[config.mk]
export PLATFORM = sky130hd
export DESIGN_NAME = regfile_wb_sequencer
export DESIGN_NICKNAME = d
export VERILOG_FILES = /design/src/rtl/regfile_pkg.sv /design/src/rtl/regfile_wb_sequencer_wb_fifo.sv /design/src/rtl/regfile_wb_sequencer.sv
export SDC_FILE = /design/constraint.sdc
export NUM_CORES = 1
export LEC_CHECK = 0
export CAP_MARGIN = 20
export CORE_AREA = 2 2 136 138
export CTS_CLUSTER_DIAMETER = 80
export DETAILED_ROUTE_END_ITERATION = 6
export DIE_AREA = 0 0 138 140
export PLACE_DENSITY_LB_ADDON = 0.12
export SLEW_MARGIN = 20
export SYNTH_ARGS = -nofsm -noshare
export SYNTH_HDL_FRONTEND = slang
export SYNTH_HIERARCHICAL = 1
export SYNTH_SLANG_ARGS = --single-unit
[constraint.sdc]
create_clock -name clk -period 3.44 [get_ports clk]
set_input_delay 0.688 -clock clk [delete_from_list [all_inputs] [get_ports clk]]
set_output_delay 0.688 -clock clk [all_outputs]
set_load 0.01 [all_outputs]
[src/rtl/regfile_pkg.sv]
// Shared definitions for the register-file write-back sequencer: default widths,
// the hard-wired zero register, and the queued write-back entry layout.
package regfile_pkg;

  localparam int WIDTH_DEF = 32;
  localparam int SIZE_DEF  = 5;
  localparam int DEPTH_DEF = 4;
  localparam int ZERO_REG  = 0;

  typedef struct packed {
    logic [SIZE_DEF-1:0]  rd;
    logic [WIDTH_DEF-1:0] data;
  } wb_entry_t;

endpackage

[src/rtl/regfile_wb_sequencer_wb_fifo.sv]
// In-order circular buffer of write-back entries: two pushes and one pop per
// cycle, with every slot's rd and live flag exposed for hazard comparison.
module wb_fifo #(
  parameter int WIDTH = 32,
  parameter int SIZE  = 5,
  parameter int DEPTH = 4,
  localparam int PTR_W = $clog2(DEPTH),
  localparam int CNT_W = $clog2(DEPTH + 1)
) (
  input  logic             clk,
  input  logic             reset,
  input  logic             push0_i,
  input  logic [SIZE-1:0]  push0_rd_i,
  input  logic [WIDTH-1:0] push0_data_i,
  input  logic             push1_i,
  input  logic [SIZE-1:0]  push1_rd_i,
  input  logic [WIDTH-1:0] push1_data_i,
  input  logic             pop_i,
  output logic [CNT_W-1:0] count_o,
  output logic [SIZE-1:0]  head_rd_o,
  output logic [WIDTH-1:0] head_data_o,
  output logic [SIZE-1:0]  ent_rd_o  [DEPTH],
  output logic             ent_vld_o [DEPTH]
);

  logic [SIZE-1:0]  rd_q   [DEPTH];
  logic [SIZE-1:0]  rd_d   [DEPTH];
  logic [WIDTH-1:0] data_q [DEPTH];
  logic [WIDTH-1:0] data_d [DEPTH];
  logic [PTR_W-1:0] head_q, head_d;
  logic [PTR_W-1:0] tail_q, tail_d;
  logic [CNT_W-1:0] count_q, count_d;
  logic [PTR_W-1:0] slot1;
  logic [PTR_W-1:0] off [DEPTH];

  always_comb begin
    rd_d    = rd_q;
    data_d  = data_q;
    // The second push lands one slot further along only when the first also pushes.
    slot1   = tail_q + PTR_W'(push0_i);
    if (push0_i) begin
      rd_d[tail_q]   = push0_rd_i;
      data_d[tail_q] = push0_data_i;
    end
    if (push1_i) begin
      rd_d[slot1]   = push1_rd_i;
      data_d[slot1] = push1_data_i;
    end
    tail_d  = tail_q + PTR_W'(push0_i) + PTR_W'(push1_i);
    head_d  = head_q + PTR_W'(pop_i);
    count_d = count_q + CNT_W'(push0_i) + CNT_W'(push1_i) - CNT_W'(pop_i);
  end

  always_ff @(posedge clk) begin
    rd_q   <= rd_d;
    data_q <= data_d;
  end

  always_ff @(posedge clk or negedge reset) begin
    if (!reset) begin
      head_q  <= '0;
      tail_q  <= '0;
      count_q <= '0;
    end else begin
      head_q  <= head_d;
      tail_q  <= tail_d;
      count_q <= count_d;
    end
  end

  // A slot is live when its distance from head is below the occupancy.
  always_comb begin
    for (int i = 0; i < DEPTH; i++) begin
      off[i]       = PTR_W'(i) - head_q;
      ent_vld_o[i] = (CNT_W'(off[i]) < count_q);
    end
  end

  assign ent_rd_o    = rd_q;
  assign count_o     = count_q;
  assign head_rd_o   = rd_q[head_q];
  assign head_data_o = data_q[head_q];

endmodule

[src/rtl/regfile_wb_sequencer.sv]
// Write-back sequencer: admits ALU and load results into an in-order queue,
// issues one register-file write per cycle and flags pending writes to rs/rt.
module regfile_wb_sequencer
  import regfile_pkg::*;
#(
  parameter int WIDTH = WIDTH_DEF,
  parameter int SIZE  = SIZE_DEF,
  parameter int DEPTH = DEPTH_DEF
) (
  input  logic             clk,
  input  logic             reset,
  input  logic             alu_valid_i,
  input  logic [SIZE-1:0]  alu_rd_i,
  input  logic [WIDTH-1:0] alu_data_i,
  output logic             alu_ready_o,
  input  logic             mem_valid_i,
  input  logic [SIZE-1:0]  mem_rd_i,
  input  logic [WIDTH-1:0] mem_data_i,
  output logic             mem_ready_o,
  input  logic [SIZE-1:0]  read_register_1_i,
  input  logic [SIZE-1:0]  read_register_2_i,
  output logic             hazard_1_o,
  output logic             hazard_2_o,
  output logic             reg_write_o,
  output logic [SIZE-1:0]  write_register_o,
  output logic [WIDTH-1:0] write_data_o
);

  localparam int CNT_W = $clog2(DEPTH + 1);

  logic [CNT_W-1:0] count;
  logic [SIZE-1:0]  head_rd;
  logic [WIDTH-1:0] head_data;
  logic [SIZE-1:0]  ent_rd  [DEPTH];
  logic             ent_vld [DEPTH];
  logic             mem_push, alu_push, pop;

  logic             wr_en_q, wr_en_d;
  logic [SIZE-1:0]  wr_addr_q, wr_addr_d;
  logic [WIDTH-1:0] wr_data_q, wr_data_d;

  // Readiness ignores a same-cycle pop; the ALU yields the last free slot to a load.
  assign mem_ready_o = (count < CNT_W'(DEPTH));
  assign alu_ready_o = (count <= CNT_W'(DEPTH - 2)) ||
                       ((count == CNT_W'(DEPTH - 1)) && !mem_valid_i);

  // Writes to the zero register are swallowed: handshaken but never queued.
  assign mem_push = mem_valid_i && mem_ready_o && (mem_rd_i != SIZE'(ZERO_REG));
  assign alu_push = alu_valid_i && alu_ready_o && (alu_rd_i != SIZE'(ZERO_REG));
  assign pop      = (count != '0);

  wb_fifo #(
    .WIDTH (WIDTH),
    .SIZE  (SIZE),
    .DEPTH (DEPTH)
  ) u_fifo (
    .clk          (clk),
    .reset        (reset),
    .push0_i      (mem_push),
    .push0_rd_i   (mem_rd_i),
    .push0_data_i (mem_data_i),
    .push1_i      (alu_push),
    .push1_rd_i   (alu_rd_i),
    .push1_data_i (alu_data_i),
    .pop_i        (pop),
    .count_o      (count),
    .head_rd_o    (head_rd),
    .head_data_o  (head_data),
    .ent_rd_o     (ent_rd),
    .ent_vld_o    (ent_vld)
  );

  always_comb begin
    wr_en_d   = pop;
    wr_addr_d = wr_addr_q;
    wr_data_d = wr_data_q;
    if (pop) begin
      wr_addr_d = head_rd;
      wr_data_d = head_data;
    end
  end

  always_ff @(posedge clk or negedge reset) begin
    if (!reset) begin
      wr_en_q   <= 1'b0;
      wr_addr_q <= '0;
      wr_data_q <= '0;
    end else begin
      wr_en_q   <= wr_en_d;
      wr_addr_q <= wr_addr_d;
      wr_data_q <= wr_data_d;
    end
  end

  assign reg_write_o      = wr_en_q;
  assign write_register_o = wr_addr_q;
  assign write_data_o     = wr_data_q;

  // A write is pending while queued or while it sits in the output register.
  always_comb begin
    hazard_1_o = wr_en_q && (wr_addr_q == read_register_1_i);
    hazard_2_o = wr_en_q && (wr_addr_q == read_register_2_i);
    for (int i = 0; i < DEPTH; i++) begin
      if (ent_vld[i] && (ent_rd[i] == read_register_1_i)) hazard_1_o = 1'b1;
      if (ent_vld[i] && (ent_rd[i] == read_register_2_i)) hazard_2_o = 1'b1;
    end
    if (read_register_1_i == SIZE'(ZERO_REG)) hazard_1_o = 1'b0;
    if (read_register_2_i == SIZE'(ZERO_REG)) hazard_2_o = 1'b0;
  end

endmodule
Word-level counts from Yosys, hierarchy flattened
Cells that the tools add are included.
{"block": "word_totals", "inputBits": 88, "register_bits": 193, "out_inout_bits": 42, "wordCells": 105}
{"block": "op_classes", "add_sub_neg": 10, "reduce_logical": 24, "n_bitwise": 3, "eq_ne": 11, "n_mux": 32, "magnitude_cmp": 11}
{"cell": "bitwise mux 128 bit", "count": 2}
{"cell": "2-to-1 mux 128 bit", "count": 2}
{"cell": "demux 32 bit (select 2 bit)", "count": 2}
{"cell": "2-to-1 mux 32 bit", "count": 4}
{"cell": "binary-select mux 32 bit (select 2 bit)", "count": 1}
{"cell": "equality test 5 bit", "count": 10}
{"cell": "bitwise mux 20 bit", "count": 2}
{"cell": "2-to-1 mux 20 bit", "count": 2}
{"cell": "demux 5 bit (select 2 bit)", "count": 2}
{"cell": "2-to-1 mux 5 bit", "count": 4}
{"cell": "logical AND 1 bit", "count": 17}
{"cell": "less-than comparator 2 x 3 -> 1 bit", "count": 4}
{"cell": "binary-select mux 5 bit (select 2 bit)", "count": 1}
{"cell": "logical NOT 5 bit", "count": 2}
{"cell": "2-to-1 mux 1 bit", "count": 10}
{"cell": "nonzero test 5 bit", "count": 2}
{"cell": "greater-or-equal comparator 3 bit (second input constant)", "count": 3}
{"cell": "NOT 2 -> 3 bit", "count": 3}
{"cell": "adder 2 x 1 -> 2 bit", "count": 3}
{"cell": "adder 3 x 1 -> 3 bit", "count": 2}
{"cell": "less-than comparator 3 x 1 -> 1 bit (second input constant)", "count": 2}
{"cell": "subtractor 1 x 2 -> 2 bit (first input constant)", "count": 2}
{"cell": "subtractor 2 bit (first input constant)", "count": 2}
{"cell": "equality test 3 x 2 -> 1 bit (second input constant)", "count": 1}
{"cell": "other kinds (6)", "count": 6}

Logic depth before layout (Yosys ltp)
Gate-level depths: netlist of run 1.
{"block": "depth", "word_depth": 11, "depth_mapped": 11, "mapped_depth_nobuf": 8}

Cells and area by module
The synthesis of run 1 kept the hierarchy.
{"mod": "wb_fifo", "cells_each": 917, "area_each_um2": 7603.5, "seq_area_each_um2": 3138.0, "n_inst": 1}
{"mod": "regfile_wb_sequencer", "cells_each": 175, "area_each_um2": 2154.6, "seq_area_each_um2": 950.9, "n_inst": 1}

Worst setup path after synthesis of run 1
OpenSTA, ideal clock, no wires.
{"block": "synth_path", "path_kind": "register -> output", "startpoint": "reg u_fifo.head_q[0]", "endpoint": "out hazard_2_o", "arrival_ps": 2134, "stages_incl_launch_ff": 12, "setup_slack_ps": 618, "path_buffers": 3, "cell_sequence": "dfrtp_1 -> buf_2 -> buf_2 -> buf_2 -> xnor2_1 -> inv_1 -> ha_1 -> a21oi_1 -> or2_2 -> nand3_1 -> nand3_1 -> o22a_1"}
{"element": "start: declaration", "line": "regfile_wb_sequencer_wb_fifo.sv:30", "source": "logic [PTR_W-1:0] head_q, head_d;"}
{"element": "start signal: assignment", "line": "regfile_wb_sequencer_wb_fifo.sv:61", "source": "head_q <= '0;"}
{"element": "start signal: assignment", "line": "regfile_wb_sequencer_wb_fifo.sv:65", "source": "head_q <= head_d;"}
{"element": "end: declaration", "line": "regfile_wb_sequencer.sv:23", "source": "output logic hazard_2_o,"}

Worst setup path after layout of run 1
{"block": "layout_path", "startpoint": "in read_register_2_i[0]", "endpoint": "out hazard_2_o"}
{"block": "layout_via", "elab_chain_cells": 7, "elab_cells_between_ends": 16}
{"element": "start: declaration", "line": "regfile_wb_sequencer.sv:21", "source": "input logic [SIZE-1:0] read_register_2_i,"}
{"element": "equality test 5 bit, on equally long branches", "line": "regfile_wb_sequencer.sv:102, regfile_wb_sequencer.sv:105"}
{"element": "logical AND 1 bit, on equally long branches", "line": "regfile_wb_sequencer.sv:102, regfile_wb_sequencer.sv:105"}
{"element": "2-to-1 mux 1 bit (4 in series)", "line": "regfile_wb_sequencer.sv:105", "source": "if (ent_vld[i] && (ent_rd[i] == read_register_2_i)) hazard_2_o = 1'b1;"}
{"element": "2-to-1 mux 1 bit (*)", "line": "regfile_wb_sequencer.sv:108", "source": "if (read_register_2_i == SIZE'(ZERO_REG)) hazard_2_o = 1'b0;"}
Mark *: on every way between the ends. The rest lies on a longest branch, timed or not.

==> summary.md, run 1 <==
| Metric | Value |
|---|---|
| Std-Cell Rows | a little under 50 |
| Sequential cell area | 0.00409 mm2 |
| Root buf cell | clkbuf_16 |
| Synth Cell Area | 0.00976 mm2 |
| Commonest cells after routing, fill and taps aside | nand2_1, a31oi_1, nor3_1, dfxtp_1, clkdlybuf4s50_1 |
| Iteration-0 DRC Markers | 884 |
| Final-report hold violation count | 0 |
| Vias post-DR | about 9000 |
| GPL Wtd Cong | 0.887 |
| R2r worst-path depth | 7 |
| Tcrit/Tclk final | 0.978 |
| TritonCTS Buffers | 17 |
| Max-Cap Viols | 0 |
| Antenna cells | 0 |
| Area of the multi-input gates | 0.00511 mm2 |
| Die area | 0.0193 mm2 |
| Fin crit period | ~3.4 ns |
| Commonest non-fill, non-tap cell in the layout | nand2_1 |
| Crit path DAT | 2.68 ns |
| WL final | around 30000 um |
| WL/cell | around 21 um |
| IO Pins | between 100 and 150 |
| Leakage | between 4 and 5 nW |
| Die X | 138 um |
| H-tree depth | 4 |
| Vias in the first global route | 8848 |
| Slew @ Worst Pin | 0.770 ns |
| Slowest stage delay, CP | 0.58 ns |
| Setup bufs post-CTS | 0 |
| TritonCTS clock tree | yes |
| Worst Path Max Fanout | 6 |
| Residual DRC | 0 |
| Drt pass-1 iters | 6 |
| Syn Nets | 1190 |
| #FFs+latches synth | between 150 and 200 |
| Register area share after synthesis | 0.419 |
| GRT Overall Usage | 0.309 |
| Synth top area cells | dfxtp_1, dfrtp_1, nand2_1 |
| Clk sinks | 193 |
| Post-route ant nets | 0 |
| I/O Buffers | 129 |
| Slowest CP cell | clkdlybuf4s50_1 |
| Reg clk slew, reported paths | ~0.080 ns |
| Maximum VDD drop | 0.840 mV |
| Syn Area/Cell | 8.94 um2 |
| Initial antenna violation count | 0 |
| Synth unique cells | 37 |
| Final setup fails | 0 |
| Reg2reg end | u_fifo/data_q[103] |
| Hold slack | 0.313 ns |
| Worst Path Class, Setup | input port to primary output |
| Largest area contributor in the netlist | dfxtp_1 |
| FF-to-FF Start | u_fifo/count_o[2] |
| Detailed Place HPWL | 18900 um |
| Starting Density | 0.549 |
| Crit path required time | 2.75 ns |
| Status | finished, final reports clean |
| Max-slew violations | 0 |
| Synth Warn # | 6 |
| HP Class | input port to asynchronous set/reset pin |
| Worst clock skew | 0.0110 ns |
| Unrepaired setup endpoints after global routing | no |
| Crit path from | read_register_2_i[0] |
| Critical path, cell by cell | clkdlybuf4s50_1 > xor2_1 > nor4_1 > nand3_1 > nand3_1 > o22a_1 > clkdlybuf4s50_1 |
| Worst setup path end | hazard_2_o |
| Nets | 1292 |
| Largest net degree at the start of global routing | 41 |
| Core area | around 0.018 mm2 |
| Setup TNS | 0 ns |
| Post-synth top area share | 0.304 |
| DP Worst Slack | -0.00405 ns |
| Die H | 140 um |
| Proportion of layout cells with a drive suffix above 1 | 0.118 |
| Post-CTS sizing | 1 |
| Worst R2R Setup Slack | 0.87 ns |
| Layout area overhead | 22.1% |
| Pwr dens | 1050 mW/mm2 |
| Final WS setup | 0.0749 ns |
| Post-CTS Hold Buffers | 0 |
| First-pass GRT wire length | 47800 um |
| Worst Setup End Kind | primary output |
| Slew Limit Headroom | 0.486 |
| Skew-Pair Late Insertion Delay | around 0.44 ns |
| Vias/cell | around 6.2 |
| GRT Residual Overflow | 0 |
| Highest clock rate | 0.297 GHz |
| Post-Syn Instances | 1092 |
| Clk buf depth | 2 |
| CP startpoint kind | input port |
| Fillers | around 1500 |
==> cell type report <==
type / instances / share of cell area
clock buffers: 18 / 0.0369
clock inverters: 14 / 0.0130
inverters: 8 / 0.00252
multi-input cells: 791 / 0.429
flip-flops and latches: 193 / 0.343
well taps: 229 / 0.0241
repair buffers: 183 / 0.151
==> Yosys cell counts (all sizes together) <==
cell type / instances
inv: 8
nand2b: 3
clkbuf: 12
a31oi: 149
or3b: 1
mux2: 37
dfxtp: 148
or3: 2
xnor2: 14
mux4: 37
or4: 2
nand2: 300
nor4: 10
nor3: 149
ha: 8
nor3b: 1
fa: 2
nand3b: 2
or2: 4
o311a: 2
o22a: 2
and3b: 2
xor2: 43
dfrtp: 45
nand3: 15
and3: 1
o21bai: 1
a21oi: 4
buf: 88
==> power breakdown <==
part | internal, W | switching, W | leakage [nW] | total, W
registers | 0.00354 | 0.000877 | 1.78 | 0.00442
logic | 0.00293 | 0.00316 | 2.70 | 0.00609
clock network | 0.00110 | 0.000910 | 0.289 | 0.00201
total | 0.00757 | 0.00495 | 4.76 | 0.0125
==> critical path: cells and delay by family <==
kind                      cells  cell delay (ns)
AOI/OAI and AO/OA             1             0.14
and+or+nand+nor               3             0.49
buffers and inverters         2             1.10
xor gates and xnor gates      1             0.24
==> cells by family after synthesis <==
family          after synthesis  synth area share
compound gates              158             0.102
simple gates                492             0.221
xor+xnor                     57            0.0535
mux                          74             0.128
buf+inv                     108            0.0618
flops                       193             0.419
fa+ha+maj                    10            0.0144
==> registers in the layout (all words and copies together), names as in the netlist <==
name              flops
u_fifo/data_q       128
write_data_o         32
u_fifo/ent_rd_o      20
write_register_o      5
u_fifo/count_o        3
u_fifo/head_q         2
u_fifo/tail_q         2
reg_write_o           1
==> through the flow <==
stage,utilization,power [W],instances,area [um2]
after global placement,0.635,0.0103,1404,11300
after detailed placement,0.635,0.0104,1404,11300
final,0.670,0.0125,1436,11900
after global routing,0.670,0.0133,1436,11900
after floorplan,-,0.00835,1092,9760
after CTS,0.669,0.0124,1436,11900
==> how the worst min path moves through the flow <==
stage	end	slack, ns	depth (start not counted)
floorplan	reg_write_o	0.39	0
CTS	write_data_o[18]	0.34	1
finish	write_data_o[18]	0.31	1
detailed placement	u_fifo/data_q[63]	0.46	2
global placement	u_fifo/data_q[110]	0.45	2
global route	write_data_o[15]	0.37	1
==> metal layers <==
layer  GRT usage  routed length, um  vias to the layer above
met4       0.127                672                        0
met3      0.0462               2690                       63
li1            -                  -                     4080
met1       0.409              12200                     4300
met2       0.510              14400                      517
met5           0                  0                        -
Power figures use the tool's default switching activity.
==> inputs of run 2 (changes only) <==
--- a/config.mk
+++ b/config.mk
@@ -11,6 +11,7 @@
 export DETAILED_ROUTE_END_ITERATION = 6
 export DIE_AREA = 0 0 138 140
 export PLACE_DENSITY_LB_ADDON = 0.12
+export REMOVE_ABC_BUFFERS = 1
 export SLEW_MARGIN = 20
 export SYNTH_ARGS = -nofsm -noshare
 export SYNTH_HDL_FRONTEND = slang
==> run 2 against run 1 <==
Against the previous run:
- clock power hardly changed
- flip-flop and latch count did not move
- sequential power hardly changed
- wire length is 1.7% lower
- via count down 0.90%
- die area unchanged
- clock skew fell by 0.0037 ns
- critical path type unchanged
- largest cell class unchanged
- largest power group unchanged
- highest routed layer unchanged
==> summary.md, run 2 (synthesis results as in run 1) <==
| Metric | Value |
|---|---|
| Worst R2R Setup Slack | 0.98 ns |
| Setup bufs post-CTS | 0 |
| Std-Cell Rows | 49 |
| Tcrit/Tclk final | 0.967 |
| Starting Density | 0.549 |
| Crit path from | read_register_1_i[4] |
| Final-report hold violation count | 0 |
| Final WS setup | 0.112 ns |
| CP startpoint kind | input port |
| Die X | 138 um |
| FF-to-FF Start | u_fifo/count_o[2] |
| Utilization after layout | 0.669 |
| Initial antenna violation count | 0 |
| Worst Path Class, Setup | input port to primary output |
| Slew Limit Headroom | 0.359 |
| Die area | 0.0193 mm2 |
| Max-slew violations | 0 |
| Crit path DAT | 2.64 ns |
| Post-route ant nets | 0 |
| Vias/cell | 6.21 |
| Commonest cells after routing, fill and taps aside | nand2_1, a31oi_1, nor3_1, dfxtp_1, clkdlybuf4s50_1 |
| Max-Cap Viols | 0 |
| Antenna cells | 0 |
| Clk sinks | just under 200 |
| WL final | 29500 um |
| Post-CTS Hold Buffers | 0 |
| Placed Instances | 1397 |
| Final setup fails | 0 |
| Layout area overhead | 21.8% |
| Crit path required time | 2.75 ns |
| Vias in the first global route | 8548 |
| Nets | 1285 |
| Pwr Total | approximately 0.013 W |
| Die H | 140 um |
| Reg2reg end | u_fifo/data_q[124] |
| R2r worst-path depth | 6 |
| DP Worst Slack | 0.0683 ns |
| WL/cell | 20.6 um |
| Slowest CP cell | clkdlybuf4s50_1 |
| Residual DRC | 0 |
| GRT Overall Usage | 0.300 |
| Vias post-DR | 8879 |
| Worst clock skew | 0.00730 ns |
| IO Pins | 130 |
| Root buf cell | clkbuf_16 |
| Worst setup path end | hazard_1_o |
| Largest net degree at the start of global routing | 41 |
| H-tree depth | 4 |
| Finished Layout Cells | 1429 |
| Slowest stage delay, CP | 0.57 ns |
| TritonCTS clock tree | yes |
| Drt pass-1 iters | 5 |
| Worst Setup End Kind | primary output |
| Largest Register | u_fifo/data_q |
| Critical path, cell by cell | clkdlybuf4s50_1 > xor2_1 > nor4_1 > nand3_1 > nand3_1 > o22a_1 > clkdlybuf4s50_1 |
| Fin crit period | 3.33 ns |
| Maximum VDD drop | 0.681 mV |
| Number of flip-flops in the largest register | 128 |
| Iteration-0 DRC Markers | just under 800 |
| Worst Path Max Fanout | 6 |
| Detailed Place HPWL | between 15000 and 20000 um |
| Clk buf depth | 2 |
| Slew @ Worst Pin | 0.961 ns |
| Core area | approximately 0.018 mm2 |
| Proportion of layout cells with a drive suffix above 1 | 0.116 |
| I/O Buffers | 129 |
| Reg clk slew, reported paths | roughly 0.070 ns |
| GRT Residual Overflow | 0 |
| Skew-Pair Late Insertion Delay | 0.43 ns |
| GPL Wtd Cong | 0.882 |
| Unrepaired setup endpoints after global routing | no |
| First-pass GRT wire length | 46600 um |
| Status | finished, final reports clean |
| Leakage | 4.74 nW |
| Commonest non-fill, non-tap cell in the layout | nand2_1 |
| HP Class | input port to asynchronous set/reset pin |
| Highest clock rate | around 0.3 GHz |
| TritonCTS Buffers | 17 |
| Pwr dens | 1050 mW/mm2 |
-- run 2: cell types whose count changed in the layout (fill, tap and decap cells not counted), moves of 2 or more --
cell,delta
buf_4,-8
clkinv_4,-5
and3b_1,-2
and3b_2,+2
inv_6,+4
-- run 2: per-layer routing --
layer | global-route usage | part of all wire
met4 | 0.108 | 0.021
met5 | 0 | 0
met1 | 0.399 | 0.41
met3 | 0.0503 | 0.080
met2 | 0.498 | 0.49
-- run 2: cell type report --
class,count,area (um2)
clock buffer,17,425
clock inverter,15,175
fill,1488,5890
inverter,8,30.0
multi-input combinational,791,5120
sequential,193,4090
tap,229,287
timing repair buffer,176,1760
-- run 2: through the flow --
| step | area [um2] | hold WS (ns) | TNS [ns] |
|---|---|---|---|
| finish | 11900 | 0.282 | 0 |
| global route | 11900 | 0.326 | 0 |
| CTS | 11900 | 0.296 | 0 |
| detailed placement | 11300 | 0.468 | 0 |
| global placement | 11300 | 0.456 | 0 |
| floorplan | 9190 | 0.392 | -212.09 |
-- run 2: worst min path at each step --
stage	startpoint	endpoint	slack [ns]	cells after the start
4_1_cts	reset	write_register_o[4]	0.30	1
3_3_place_gp	u_fifo/data_q[31]	u_fifo/data_q[31]	0.46	2
3_5_place_dp	u_fifo/data_q[81]	u_fifo/data_q[81]	0.47	2
5_1_grt	reset	write_register_o[4]	0.33	1
2_1_floorplan	reset	reg_write_o	0.39	0
6_report	reset	write_register_o[4]	0.28	1
-- run 2: repair_timing --
action                     CTS  global route
gates resized for setup      0             9
setup endpoints to repair    0             2
hold endpoints to repair     0             0
-- run 2: critical path: cells and delay by family --
| kind | cells | cell delay, ns |
|---|---|---|
| xor gates and xnor gates | 1 | 0.21 |
| AOI/OAI and AO/OA | 1 | 0.14 |
| and+or+nand+nor | 3 | 0.49 |
| buffers and inverters | 2 | 1.11 |
-- run 2: report_power, final --
part	switching [W]	internal [W]
Clock	0.000932	0.00110
Combinational	0.00314	0.00292
Sequential	0.000888	0.00354
Total	0.00496	0.00756
==> RTL change 1 (config.mk and constraints of run 1) <==
`wr_data_q` no longer has a reset.
--- a/src/rtl/regfile_wb_sequencer.sv
+++ b/src/rtl/regfile_wb_sequencer.sv
@@ -84,12 +84,14 @@
     if (!reset) begin
       wr_en_q   <= 1'b0;
       wr_addr_q <= '0;
-      wr_data_q <= '0;
     end else begin
       wr_en_q   <= wr_en_d;
       wr_addr_q <= wr_addr_d;
-      wr_data_q <= wr_data_d;
     end
+  end
+
+  always_ff @(posedge clk) begin
+    wr_data_q <= wr_data_d;
   end
 
   assign reg_write_o      = wr_en_q;
Formal check against the unedited RTL: differs if reset is asserted again (counterexample within 4 cycles, from zero or initial values and one cycle with reset low); with reset held inactive, the same outputs for 4 cycles.
==> RTL change 1 against run 1 <==
  * Setup slack better by 0.019 ns
  * Sequential cell count did not move
  * Synthesized area down 2.5%
  * Combinational power fell by 5.9%
  * Power decreased by 1.2%
  * Routed wire length shrank 3.2%
  * Utilization decreased by 1.1 points
  * Cell area down 1.6%
==> RTL change 1: results (changes against run 1) <==
metric,value,unit,change
synth-adder-area-share,1.47,%,was 1.44%
synth-edff-count,32,,was 0
synth_cell_type_count,38,,was 37
first_iter_violations,762,,was 884
synth_compound_area_share,10.5,%,was 10.2%
dp_hpwl,17900,um,"was 18,900 um"
worst-slew-pin-transition,0.953,ns,was 0.770 ns
ys_top_cells_by_area,"dfxtp_1, nand2_1, edfxtp_1",,"was dfxtp_1, dfrtp_1, nand2_1"
place.gp.congestion,0.908,,was 0.887
status,finished clean,,unchanged
wirelength,29000,um,"was 30,000 um"
synth_cells,1056,,"was 1,092"
async_reset_ff_share,6.74,%,was 23.3%
hold_path.class,reg -> reg,,was in -> async
dpl.cell_count,1365,,"was 1,404"
drive_gt1_share,12.0,%,was 11.8%
p_leak,4.55,nW,was 4.76 nW
arrival,2.66,ns,was 2.68 ns
wl_per_cell,20.8,um,was 20.9 um
clock_skew,0.00945,ns,was 0.0110 ns
vdd_drop_max,0.635,mV,was 0.840 mV
first_pass_iters,5,,was 6
grt_pass1_vias,8313,,"was 8,848"
synth_nets,1154,,"was 1,190"
fin_nets,1253,,"was 1,292"
power_switching,4.79,mW,was 4.95 mW
[RTL change 1: tightest hold or removal path, cell delays in order (launching register included)]
cell     delay [ns]
dfxtp_1        0.31
nand2_1        0.05
a31oi_1        0.06
[RTL change 1: through the flow]
stage | hold WS [ns] | cell area [um^2]
final | 0.469 | 11700
after global routing | 0.490 | 11700
after CTS | 0.470 | 11700
after detailed placement | 0.460 | 11100
after global placement | 0.455 | 11100
after floorplan | 0.392 | 9520
[RTL change 1: timing repair]
item | CTS | global route
buffers inserted | 0 | 0
setup endpoints to repair | 1 | 2
resized for setup | 1 | 6
hold endpoints to repair | 0 | 0
[RTL change 1: logic make-up after synthesis]
logic type,count (synthesis)
DFF,193
buffers and inverters,104
AOI/OAI and AO/OA,158
muxes,42
adders and majority gates,10
and+or+nand+nor,492
xor gates and xnor gates,57
[RTL change 1: routing by layer]
| layer | routed length [um] | global-route usage (%) | part of all wire (%) |
|---|---|---|---|
| met1 | 11800 | 39.5 | 41 |
| met2 | 13600 | 48.4 | 47 |
| met3 | 2840 | 5.20 | 9.8 |
| met4 | 758 | 10.9 | 2.6 |
| met5 | 0 | 0 | 0 |
[RTL change 1: worst paths after layout]
kind | start | end | slack (ns)
setup / recovery | u_fifo/head_q[0] | hazard_2_o | 0.09
hold / removal | u_fifo/data_q[63] | u_fifo/data_q[63] | 0.47
setup reg to reg | u_fifo/count_o[2] | u_fifo/data_q[110] | 0.80
hold reg to reg | u_fifo/data_q[63] | u_fifo/data_q[63] | 0.47
max in group asynchronous | reset | u_fifo/head_q[0] | 2.24
min in group asynchronous | reset | u_fifo/count_o[0] | 0.69
[RTL change 1: final cells by class]
type                            count  area share (%)
Clock buffer                       20            3.99
Clock inverter                     12            1.24
Inverter                            8           0.256
Multi-Input combinational cell    759            40.6
Sequential cell                   193            36.3
Tap cell                          229            2.45
Timing Repair Buffer              176            15.2
[RTL change 1: power groups by stage]
stage | Combinational (mW) | Clock (mW) | Sequential, mW
finish | 5.73 | 2.06 | 4.57
global route | 6.16 | 2.16 | 4.71
CTS | 5.67 | 2.07 | 4.55
detailed placement | 5.65 | 0 | 4.58
global placement | 5.52 | 0 | 4.56
floorplan | 3.80 | 0 | 4.41
==> RTL change 2 (flow settings as in run 1) <==
Made on the original files. Change the package constant `ZERO_REG` from 0 to 1.
--- a/src/rtl/regfile_pkg.sv
+++ b/src/rtl/regfile_pkg.sv
@@ -5,7 +5,7 @@
   localparam int WIDTH_DEF = 32;
   localparam int SIZE_DEF  = 5;
   localparam int DEPTH_DEF = 4;
-  localparam int ZERO_REG  = 0;
+  localparam int ZERO_REG  = 1;
 
   typedef struct packed {
     logic [SIZE_DEF-1:0]  rd;
Behaviour: not the same (a bounded check fails within 4 cycles, from zero or initial values and one cycle with reset low).
==> RTL change 2 against run 1 <==
  * Power rose by 1.4%
  * Sequential cell count did not move
  * Routed wire length rose by 0.52%
  * Die area did not move
  * Register-to-register slack got worse by 0.10 ns
  * Count of clock-buffer cells in the layout rose by 3
  * Cell area rose by 0.40%
  * Critical path depth rose by 1
  * Via count rose by 1.0%
  * Synthesized area rose by 0.10%
  * Global-route usage rose by 0.072 points
  * Setup slack improved by 0.029 ns
==> RTL change 2: results (changes against run 1) <==
metric,value,unit,change
startpoint,read_register_2_i[3],,was read_register_2_i[0]
ys_seq_area_share,41.9,%,about the same
drive_gt1_share,13.6,%,was 11.8%
hold_path.class,in -> async,,unchanged
p_per_area,1060,mW/mm^2,was 1050 mW/mm^2
ys_top_cells_by_area,"dfxtp_1, dfrtp_1, nand2_1",,unchanged
grt_pass1_vias,8858,,"was 8,848"
clock_skew,0.00633,ns,was 0.0110 ns
fin_nets,1294,,"was 1,292"
largest-register,u_fifo/data_q,,unchanged
status,finished clean,,unchanged
first_pass_iters,5,,was 6
grt_max_degree,45,,was 41
grt_pass1_wl,47600,um,"was 47,800 um"
synthTopCellsByCount,"nand2_1, a31oi_1, dfxtp_1, nor3_1, buf_2",,"was nand2_1, a31oi_1, nor3_1"
fin_cells,1438,,"was 1,436"
post_dp_cell_area,0.0113,mm^2,about the same
p_leak,4.77,nW,was 4.76 nW
dr_total_vias,9051,,"was 8,960"
post_cts_buffers,0,,unchanged
fillers,1447,,"was 1,453"
async_reset_ff_share,23.3,%,unchanged
synth_cell_type_count,36,,was 37
post-place-ws,-0.00584,ns,was -0.00405 ns
r2r_slack,0.77,ns,was 0.87 ns
diodes,0,,unchanged
wirelength,30200,um,"was 30,000 um"
place.gp.congestion,0.904,,was 0.887
r2r-end,u_fifo/data_q[105],,was u_fifo/data_q[103]
arrival,2.65,ns,was 2.68 ns
track_usage,30.9,%,about the same
first_iter_violations,876,,was 884
largest_reg_flops,128,,unchanged
worst-slew-pin-transition,0.863,ns,was 0.770 ns
dp_hpwl,18900,um,about the same
vdd_drop_max,0.656,mV,was 0.840 mV
hold_slack,0.276,ns,was 0.313 ns
==> RTL change 2: changes by cell type after synthesis, sizes merged <==
cell / before / now
a2bb2oi: 0 / 2
o22a: 2 / 0
nor4: 10 / 12
or4: 2 / 0
or3: 2 / 0
or3b: 1 / 3
==> RTL change 2: where the power goes <==
part | leakage (nW) | internal, mW | switching (mW) | total [mW]
registers | 1.78 | 3.54 | 0.869 | 4.41
logic | 2.69 | 2.98 | 3.18 | 6.17
clock network | 0.304 | 1.23 | 0.894 | 2.12
total | 4.77 | 7.75 | 4.95 | 12.7
==> RTL change 2: critical path, cell delays in order <==
cell and delay (ns):
clkdlybuf4s50_1 0.40, buf_4 0.17, xor2_1 0.16, nor4_1 0.31, nand3_1 0.14, nand2_1 0.10, a2bb2oi_2 0.13, clkdlybuf4s50_1 0.54
==> RTL change 2: cell families (layout without fill, tap and decap cells) <==
| kind of cell | after synthesis | count (layout) | share of synthesized area (%) |
|---|---|---|---|
| xor+xnor | 57 | 57 | 5.34 |
| flops | 193 | 193 | 41.9 |
| compound gates | 158 | 158 | 10.3 |
| simple gates | 492 | 492 | 22.2 |
| fa+ha+maj | 10 | 10 | 1.43 |
| buf+inv | 108 | 225 | 6.07 |
| mux | 74 | 74 | 12.8 |
==> RTL change 2: cell type report <==
class	instances	share of cell area [%]
Clock buffer	21	4.02
Clock inverter	11	1.27
Inverter	8	0.251
Multi-Input combinational cell	791	42.9
Sequential cell	193	34.2
Tap cell	229	2.40
Timing Repair Buffer	185	15.0
==> RTL change 2: layer usage <==
layer | vias to the layer above | track usage (%) | routed length (um)
met3 | 86 | 5.85 | 2790
met5 | - | 0 | 0
met1 | 4305 | 40.7 | 12100
met2 | 576 | 50.8 | 14500
met4 | 0 | 12.4 | 810
li1 | 4084 | - | -
